### src/rtl/scr_arbiter.sv
// Scratch RAM arbiter: CPU priority with a bounded-wait forced grant for DMA/debug.
// Optional SCR_ARB_STATS_EN adds saturating transfer and forced-grant counters.
module scr_arbiter #(
  parameter int unsigned ADDR_W   = 8,
  parameter int unsigned DATA_W   = 10,
  parameter int unsigned MAX_WAIT = 4,
  parameter int unsigned WAIT_W   = 4
) (
  input  logic              clk,
  input  logic              rst,
  input  logic              cpu_req,
  input  logic              cpu_we,
  input  logic [ADDR_W-1:0] cpu_addr,
  input  logic [DATA_W-1:0] cpu_wdata,
  output logic [DATA_W-1:0] cpu_rdata,
  output logic              cpu_stall,
  input  logic              dma_valid,
  output logic              dma_ready,
  input  logic              dma_we,
  input  logic [ADDR_W-1:0] dma_addr,
  input  logic [DATA_W-1:0] dma_wdata,
  output logic              dma_rvalid,
  output logic [DATA_W-1:0] dma_rdata,
  output logic              ram_we,
  output logic [ADDR_W-1:0] ram_addr,
  output logic [DATA_W-1:0] ram_wdata,
  input  logic [DATA_W-1:0] ram_rdata
`ifdef SCR_ARB_STATS_EN
  ,
  output logic [15:0]       stat_dma_xfers,
  output logic [7:0]        stat_forced
`endif
);

  typedef enum logic {ARB = 1'b0, FORCE = 1'b1} state_e;

  state_e              state_q, state_d;
  logic [WAIT_W-1:0]   wait_cnt_q, wait_cnt_d;
  logic                dma_rvalid_q, dma_rvalid_d;
  logic [DATA_W-1:0]   dma_rdata_q, dma_rdata_d;
  logic                gnt_cpu, gnt_dma, dma_xfer, dma_lost;

  // Grant selection: FORCE always serves DMA; otherwise CPU has priority.
  always_comb begin
    gnt_cpu = 1'b0;
    gnt_dma = 1'b0;
    if (!rst) begin
      if (state_q == FORCE) begin
        gnt_dma = 1'b1;
      end else if (cpu_req) begin
        gnt_cpu = 1'b1;
      end else if (dma_valid) begin
        gnt_dma = 1'b1;
      end
    end
  end

  always_comb begin
    dma_ready = gnt_dma;
    cpu_stall = !rst && (state_q == FORCE) && cpu_req;
    cpu_rdata = ram_rdata;
    ram_addr  = gnt_dma ? dma_addr  : cpu_addr;
    ram_wdata = gnt_dma ? dma_wdata : cpu_wdata;
    ram_we    = 1'b0;
    if (gnt_cpu) begin
      ram_we = cpu_we;
    end else if (gnt_dma) begin
      // A dropped request in FORCE must not write.
      ram_we = dma_we && dma_valid;
    end
    dma_xfer = dma_valid && gnt_dma;
    dma_lost = dma_valid && !gnt_dma;
  end

  // Next-state, wait counter and DMA read-return path.
  always_comb begin
    state_d      = ARB;
    wait_cnt_d   = '0;
    dma_rvalid_d = dma_xfer && !dma_we;
    dma_rdata_d  = dma_rdata_q;
    if (dma_xfer && !dma_we) begin
      dma_rdata_d = ram_rdata;
    end
    if (dma_lost) begin
      wait_cnt_d = (wait_cnt_q == '1) ? wait_cnt_q : wait_cnt_q + WAIT_W'(1);
    end
    if (state_q == ARB && dma_lost && wait_cnt_q == WAIT_W'(MAX_WAIT - 1)) begin
      state_d = FORCE;
    end
  end

  always_ff @(posedge clk) begin
    if (rst) begin
      state_q      <= ARB;
      wait_cnt_q   <= '0;
      dma_rvalid_q <= 1'b0;
      dma_rdata_q  <= '0;
    end else begin
      state_q      <= state_d;
      wait_cnt_q   <= wait_cnt_d;
      dma_rvalid_q <= dma_rvalid_d;
      dma_rdata_q  <= dma_rdata_d;
    end
  end

  assign dma_rvalid = dma_rvalid_q;
  assign dma_rdata  = dma_rdata_q;

`ifdef SCR_ARB_STATS_EN
  logic [15:0] stat_dma_xfers_q, stat_dma_xfers_d;
  logic [7:0]  stat_forced_q, stat_forced_d;

  always_comb begin
    stat_dma_xfers_d = stat_dma_xfers_q;
    stat_forced_d    = stat_forced_q;
    if (dma_xfer && stat_dma_xfers_q != '1) begin
      stat_dma_xfers_d = stat_dma_xfers_q + 16'(1);
    end
    if (state_q == ARB && state_d == FORCE && stat_forced_q != '1) begin
      stat_forced_d = stat_forced_q + 8'(1);
    end
  end

  always_ff @(posedge clk) begin
    if (rst) begin
      stat_dma_xfers_q <= '0;
      stat_forced_q    <= '0;
    end else begin
      stat_dma_xfers_q <= stat_dma_xfers_d;
      stat_forced_q    <= stat_forced_d;
    end
  end

  assign stat_dma_xfers = stat_dma_xfers_q;
  assign stat_forced    = stat_forced_q;
`endif

endmodule

### config.mk
export PLATFORM = sky130hd
export DESIGN_NAME = scr_arbiter
export DESIGN_NICKNAME = d
export VERILOG_FILES = /design/src/rtl/scr_arbiter.sv
export SDC_FILE = /design/constraint.sdc
export NUM_CORES = 1
export LEC_CHECK = 0
export ABC_AREA = 1
export BUFFER_PORTS_ARGS = -buffer_cell sky130_fd_sc_hd__clkbuf_2
export CAP_MARGIN = 5
export CORE_MARGIN = 3
export CORE_UTILIZATION = 39
export DETAILED_ROUTE_END_ITERATION = 16
export PLACE_DENSITY = 0.84
export SLEW_MARGIN = 20
export SYNTH_ARGS = -nofsm -noshare
export SYNTH_HDL_FRONTEND = slang
export SYNTH_SLANG_ARGS = --single-unit
### constraint.sdc
create_clock -name clk -period 2.55 [get_ports clk]
set_input_delay 0.3825 -clock clk [delete_from_list [all_inputs] [get_ports clk]]
set_output_delay 0.3825 -clock clk [all_outputs]
set_load 0.01 [all_outputs]
# == Word-level counts from Yosys, hierarchy flattened ==
# Index checks and enable logic that the tools add are counted.
# word_totals
ff_bits,16
elab_cells,33
# op_classes
n_addsub,1
eq_ne,2
mux,12
n_bitwise,2
n_reduce_logical,12
# op_table
cell,n
$mux 1,10
$mux 10,1
$logic_and 1x1->1,8
$mux 8,1
$add 4x1->4 const B,1
$eq 4x2->1 const B,1
$eq 4x4->1 const B,1
$logic_not 1->1,3
$not 1->1,2
$reduce_or 2->1,1

# == Longest topological paths before layout ==
# depth
ltp_word,9
ltp_mapped,7
mapped_depth_nobuf,6

# == Worst setup path before layout ==
# Ideal clock, no wire load.
# synth_path
path_kind,input to output
from,in rst
to,out ram_we
t_arrival_ns,1.011
path_slack_ns,1.156
stages,4
cell_sequence,inv_1 -> o211ai_2 -> buf_6 -> o21ai_0
# synth_via
elab_chain_len,3
word_cells_on_any_way,4
classes_between,mux (4)
# synth_rtl
item,line,text
from (decl),10,"input logic rst,"
$mux 1,47,if (!rst) begin
$mux 1,67,end else if (gnt_dma) begin
$mux 1 (*),65,if (gnt_cpu) begin
to (decl),24,"output logic ram_we,"
# Mark *: on every way between the ends. The rest lies on a longest branch, timed or not.

# == Worst setup path in the final report ==
# layout_path
from,in rst
to,out ram_wdata[9]
# layout_via
elab_chain_len,2
# layout_rtl
item,line,text
$mux 1,47,
$mux 10,63,ram_wdata = gnt_dma ? dma_wdata : cpu_wdata;
to (decl),26,"output logic [DATA_W-1:0] ram_wdata,"
# Every way passes these cells.

==> results.toml <==
[run_status]
status = "finished, final reports clean"

[routing]
finalWirelength_mm = 2.95
antenna_violating_nets_post_route = 0
route.detailed.drc = 0
drt-vias-per-instance = 4.40
first_pass_iters = 4
drt_first_iter_violations = 43
detailroute.via_count = 1240
drt-wirelength-per-cell_um = 10.5

[clocking]
clk_lat_worst_skew_ns = 0.28
clock_sink_count = 16
cts_tree = "done"
cts-resized-gates = 0
clockRootBuffer = "sky130_fd_sc_hd__clkbuf_4"
max-clock-path-buffers = 2
hold_buffers = 0
cts.reportedPaths.clkPinSlew_ns = 0.09
number_of_buffers_created_by_cts = 3
htreeDepth = 1
cts_setup_buffers = 0

[yosys]
synth_sequential_area_ratio_pct = 31.6
synth_cell_types = 20
synth_compound_gate_area_share_pct = 5.06
synth-xor-area-share_pct = 0
synth_simple_gate_area_share_pct = 42.7
synth_common_cells = "sky130_fd_sc_hd__nand2_1, sky130_fd_sc_hd__nor2_1, sky130_fd_sc_hd__inv_1"
synth.largest_area_cell = "sky130_fd_sc_hd__dfxtp_1"
yosys_warnings = 0
yosys_most_used_dff = "sky130_fd_sc_hd__dfxtp_1"
syn-cell-area_mm2 = 0.00101
asyncSetResetFlopFracSynth_pct = 0
synth_area_leaders = "sky130_fd_sc_hd__dfxtp_1, sky130_fd_sc_hd__nand2_1, sky130_fd_sc_hd__nor2_1"
postSynthNetCount = 225
synth_most_common_cell = "sky130_fd_sc_hd__nand2_1"
synth_enable_flop_cells = 0
avgSynthCellArea_um2 = 5.90
fraction_of_the_mapped_netlist_area_in_adder_cells_pct = 1.23
synth.mux.area_fraction_pct = 0
synth-seq-cells = 16
syn_inst = 172
synth_top_family_by_area = "simple AND/OR/NAND/NOR gates"
yosysTopAreaCellShare_pct = 31.6

[global_routing]
grt_first_pass_wirelength_mm = 4.76
number_of_global_route_vias_before_repair = 1150
grt_overflow_total = 0
antenna_found_initial = 0
global_route.usage.total_pct = 18.0
pin_count_of_the_biggest_net_entering_global_routing = 22

[cells_and_area]
insertedDiodeCount = 0
net_total_in_the_final_layout = 308
finalNonFillerCells = 282
footprint_of_the_multi_input_gates_um2 = 497
syn2layout_area_growth_pct = 41.6
sequential_cell_area_um2 = 320
final_layout_size_suffix_gt1_share_pct = 40.9
n_fill_cell = 258

[setup_path]
worst-r2r-setup-slack_ns = 1.21
setup.worst_path.start_class = "input port"
timing.critical_path.to_type = "output pin"
critPathRequiredTime_ns = 2.17
worst-setup-path-type = "in2out"
worstReg2RegStart = "state_q$_SDFF_PP0_"
worst_reg2reg_path_depth = 5
timing.rr.end = "dma_rdata[9]$_SDFFE_PP0P_"
critPathArrivalTime_ns = 1.50
cp_max_fo = 19

[timing]
timing.final.max_slew_violations = 0
max_clock_freq_mhz = 532
tns_ns = 0
finClkSkew_ns = 0.000705
final.min_clock_period_ns = 1.88
slew_headroom_pct = 64.0
final_min_period_over_clock_period_pct = 73.8
worst-slew-pin-transition_ns = 0.539
finalHoldViolCount = 0
setup_violations = 0
rsz0062_at_grt = "false"

[hold_path]
whs_path_depth = 3
min-delay-path-class = "in2reg"
whs_endpoint = "dma_rdata[5]$_SDFFE_PP0P_"
holdCritStartpoint = "ram_rdata[5]"

[job]
drv_cap = 0

[placed_design]
post-place-cells = 278
dp.final_hpwl_mm = 2.42
io_buffers = 93
routability_congestion = 0.777

[floorplanning]
num_io_pins = 94
std_cell_rows = 17
die_y_um = 57.0
die_x_um = 57.0
coreArea_mm2 = 0.00234
initial_core_utilization_pct = 43.4
die-area_mm2 = 0.00325

[power]
vdd.ir_drop.worst_uv = 426
pwr_density_cell_mw_per_mm2 = 400
p_leak_uw = 0.000947
==> worst max-delay path: stages <==
cell and delay (ns):
sky130_fd_sc_hd__clkbuf_2 0.10, sky130_fd_sc_hd__inv_1 0.31, sky130_fd_sc_hd__o211ai_2 0.17, sky130_fd_sc_hd__inv_2 0.25, sky130_fd_sc_hd__nand2_1 0.08, sky130_fd_sc_hd__nand2_1 0.07
sky130_fd_sc_hd__clkbuf_2 0.13
==> kinds of logic after synthesis <==
group           Yosys count
simple gates            111
buf+inv                  36
flops                    16
compound gates            8
fa+ha+maj                 1
==> where the power goes <==
part	total (uW)	switching, uW	internal [uW]
clock	165	78.1	87.0
combinational	150	80.5	69.5
sequential	260	3.62	257
total	575	162	413
==> final cells by class <==
cell class / instances / area share [%]
tap: 28 / 2.44
inverter: 20 / 5.23
timing repair buffer: 94 / 32.9
sequential: 16 / 22.3
clock buffer: 4 / 2.53
multi-input combinational: 120 / 34.6
==> worst max path at each step <==
| stage | start | end | slack, ns | cells after the start |
|---|---|---|---|---|
| after CTS | rst | ram_addr[6] | 0.64 | 7 |
| after global placement | rst | ram_we | 0.67 | 6 |
| after global routing | rst | ram_wdata[9] | 0.49 | 7 |
| final | rst | ram_wdata[9] | 0.67 | 7 |
| after floorplan | rst | ram_we | 1.16 | 4 |
| after detailed placement | rst | ram_addr[6] | 0.65 | 7 |
==> per-layer routing <==
layer	global-route usage, %	wire [um]	vias up
met5	0	0	-
met4	4.97	29	0
met3	6.56	401	5
met2	34.9	1450	65
met1	17.8	1070	506
li1	-	-	664
==> layout by cell type (no fill, tap or decap) <==
master                     count
sky130_fd_sc_hd__nand4_2       1
sky130_fd_sc_hd__o211ai_2      1
sky130_fd_sc_hd__o211ai_1      1
sky130_fd_sc_hd__inv_1        18
sky130_fd_sc_hd__nor3_1        1
sky130_fd_sc_hd__o21ai_0       2
sky130_fd_sc_hd__or2_2         1
sky130_fd_sc_hd__clkbuf_2     93
sky130_fd_sc_hd__clkbuf_4      3
sky130_fd_sc_hd__ha_1          1
sky130_fd_sc_hd__inv_2         2
sky130_fd_sc_hd__nand2_2       1
sky130_fd_sc_hd__nor2_1       22
sky130_fd_sc_hd__dfxtp_1      16
sky130_fd_sc_hd__nand2_1      84
sky130_fd_sc_hd__a21oi_1       3
sky130_fd_sc_hd__a31oi_1       1
sky130_fd_sc_hd__buf_4         1
sky130_fd_sc_hd__clkbuf_8      1
sky130_fd_sc_hd__nand3_1       1
==> per-stage QoR <==
| stage | setup WS [ns] | total power [uW] | utilization (%) | hold slack [ns] | area, um^2 |
|---|---|---|---|---|---|
| after floorplan | 1.16 | 347 | - | 0.438 | 1010 |
| after global placement | 0.673 | 415 | 59.8 | 0.465 | 1400 |
| after detailed placement | 0.647 | 418 | 59.8 | 0.460 | 1400 |
| after CTS | 0.644 | 583 | 61.4 | 0.329 | 1440 |
| after global routing | 0.493 | 612 | 61.4 | 0.346 | 1440 |
| final | 0.669 | 575 | 61.4 | 0.332 | 1440 |
==> state kept, by name (all words and copies together) (netlist names) <==
register,count
dma_rdata,10
dma_rvalid,1
state_q,1
wait_cnt_q,4
No activity file was read; power rests on OpenSTA's default activity.
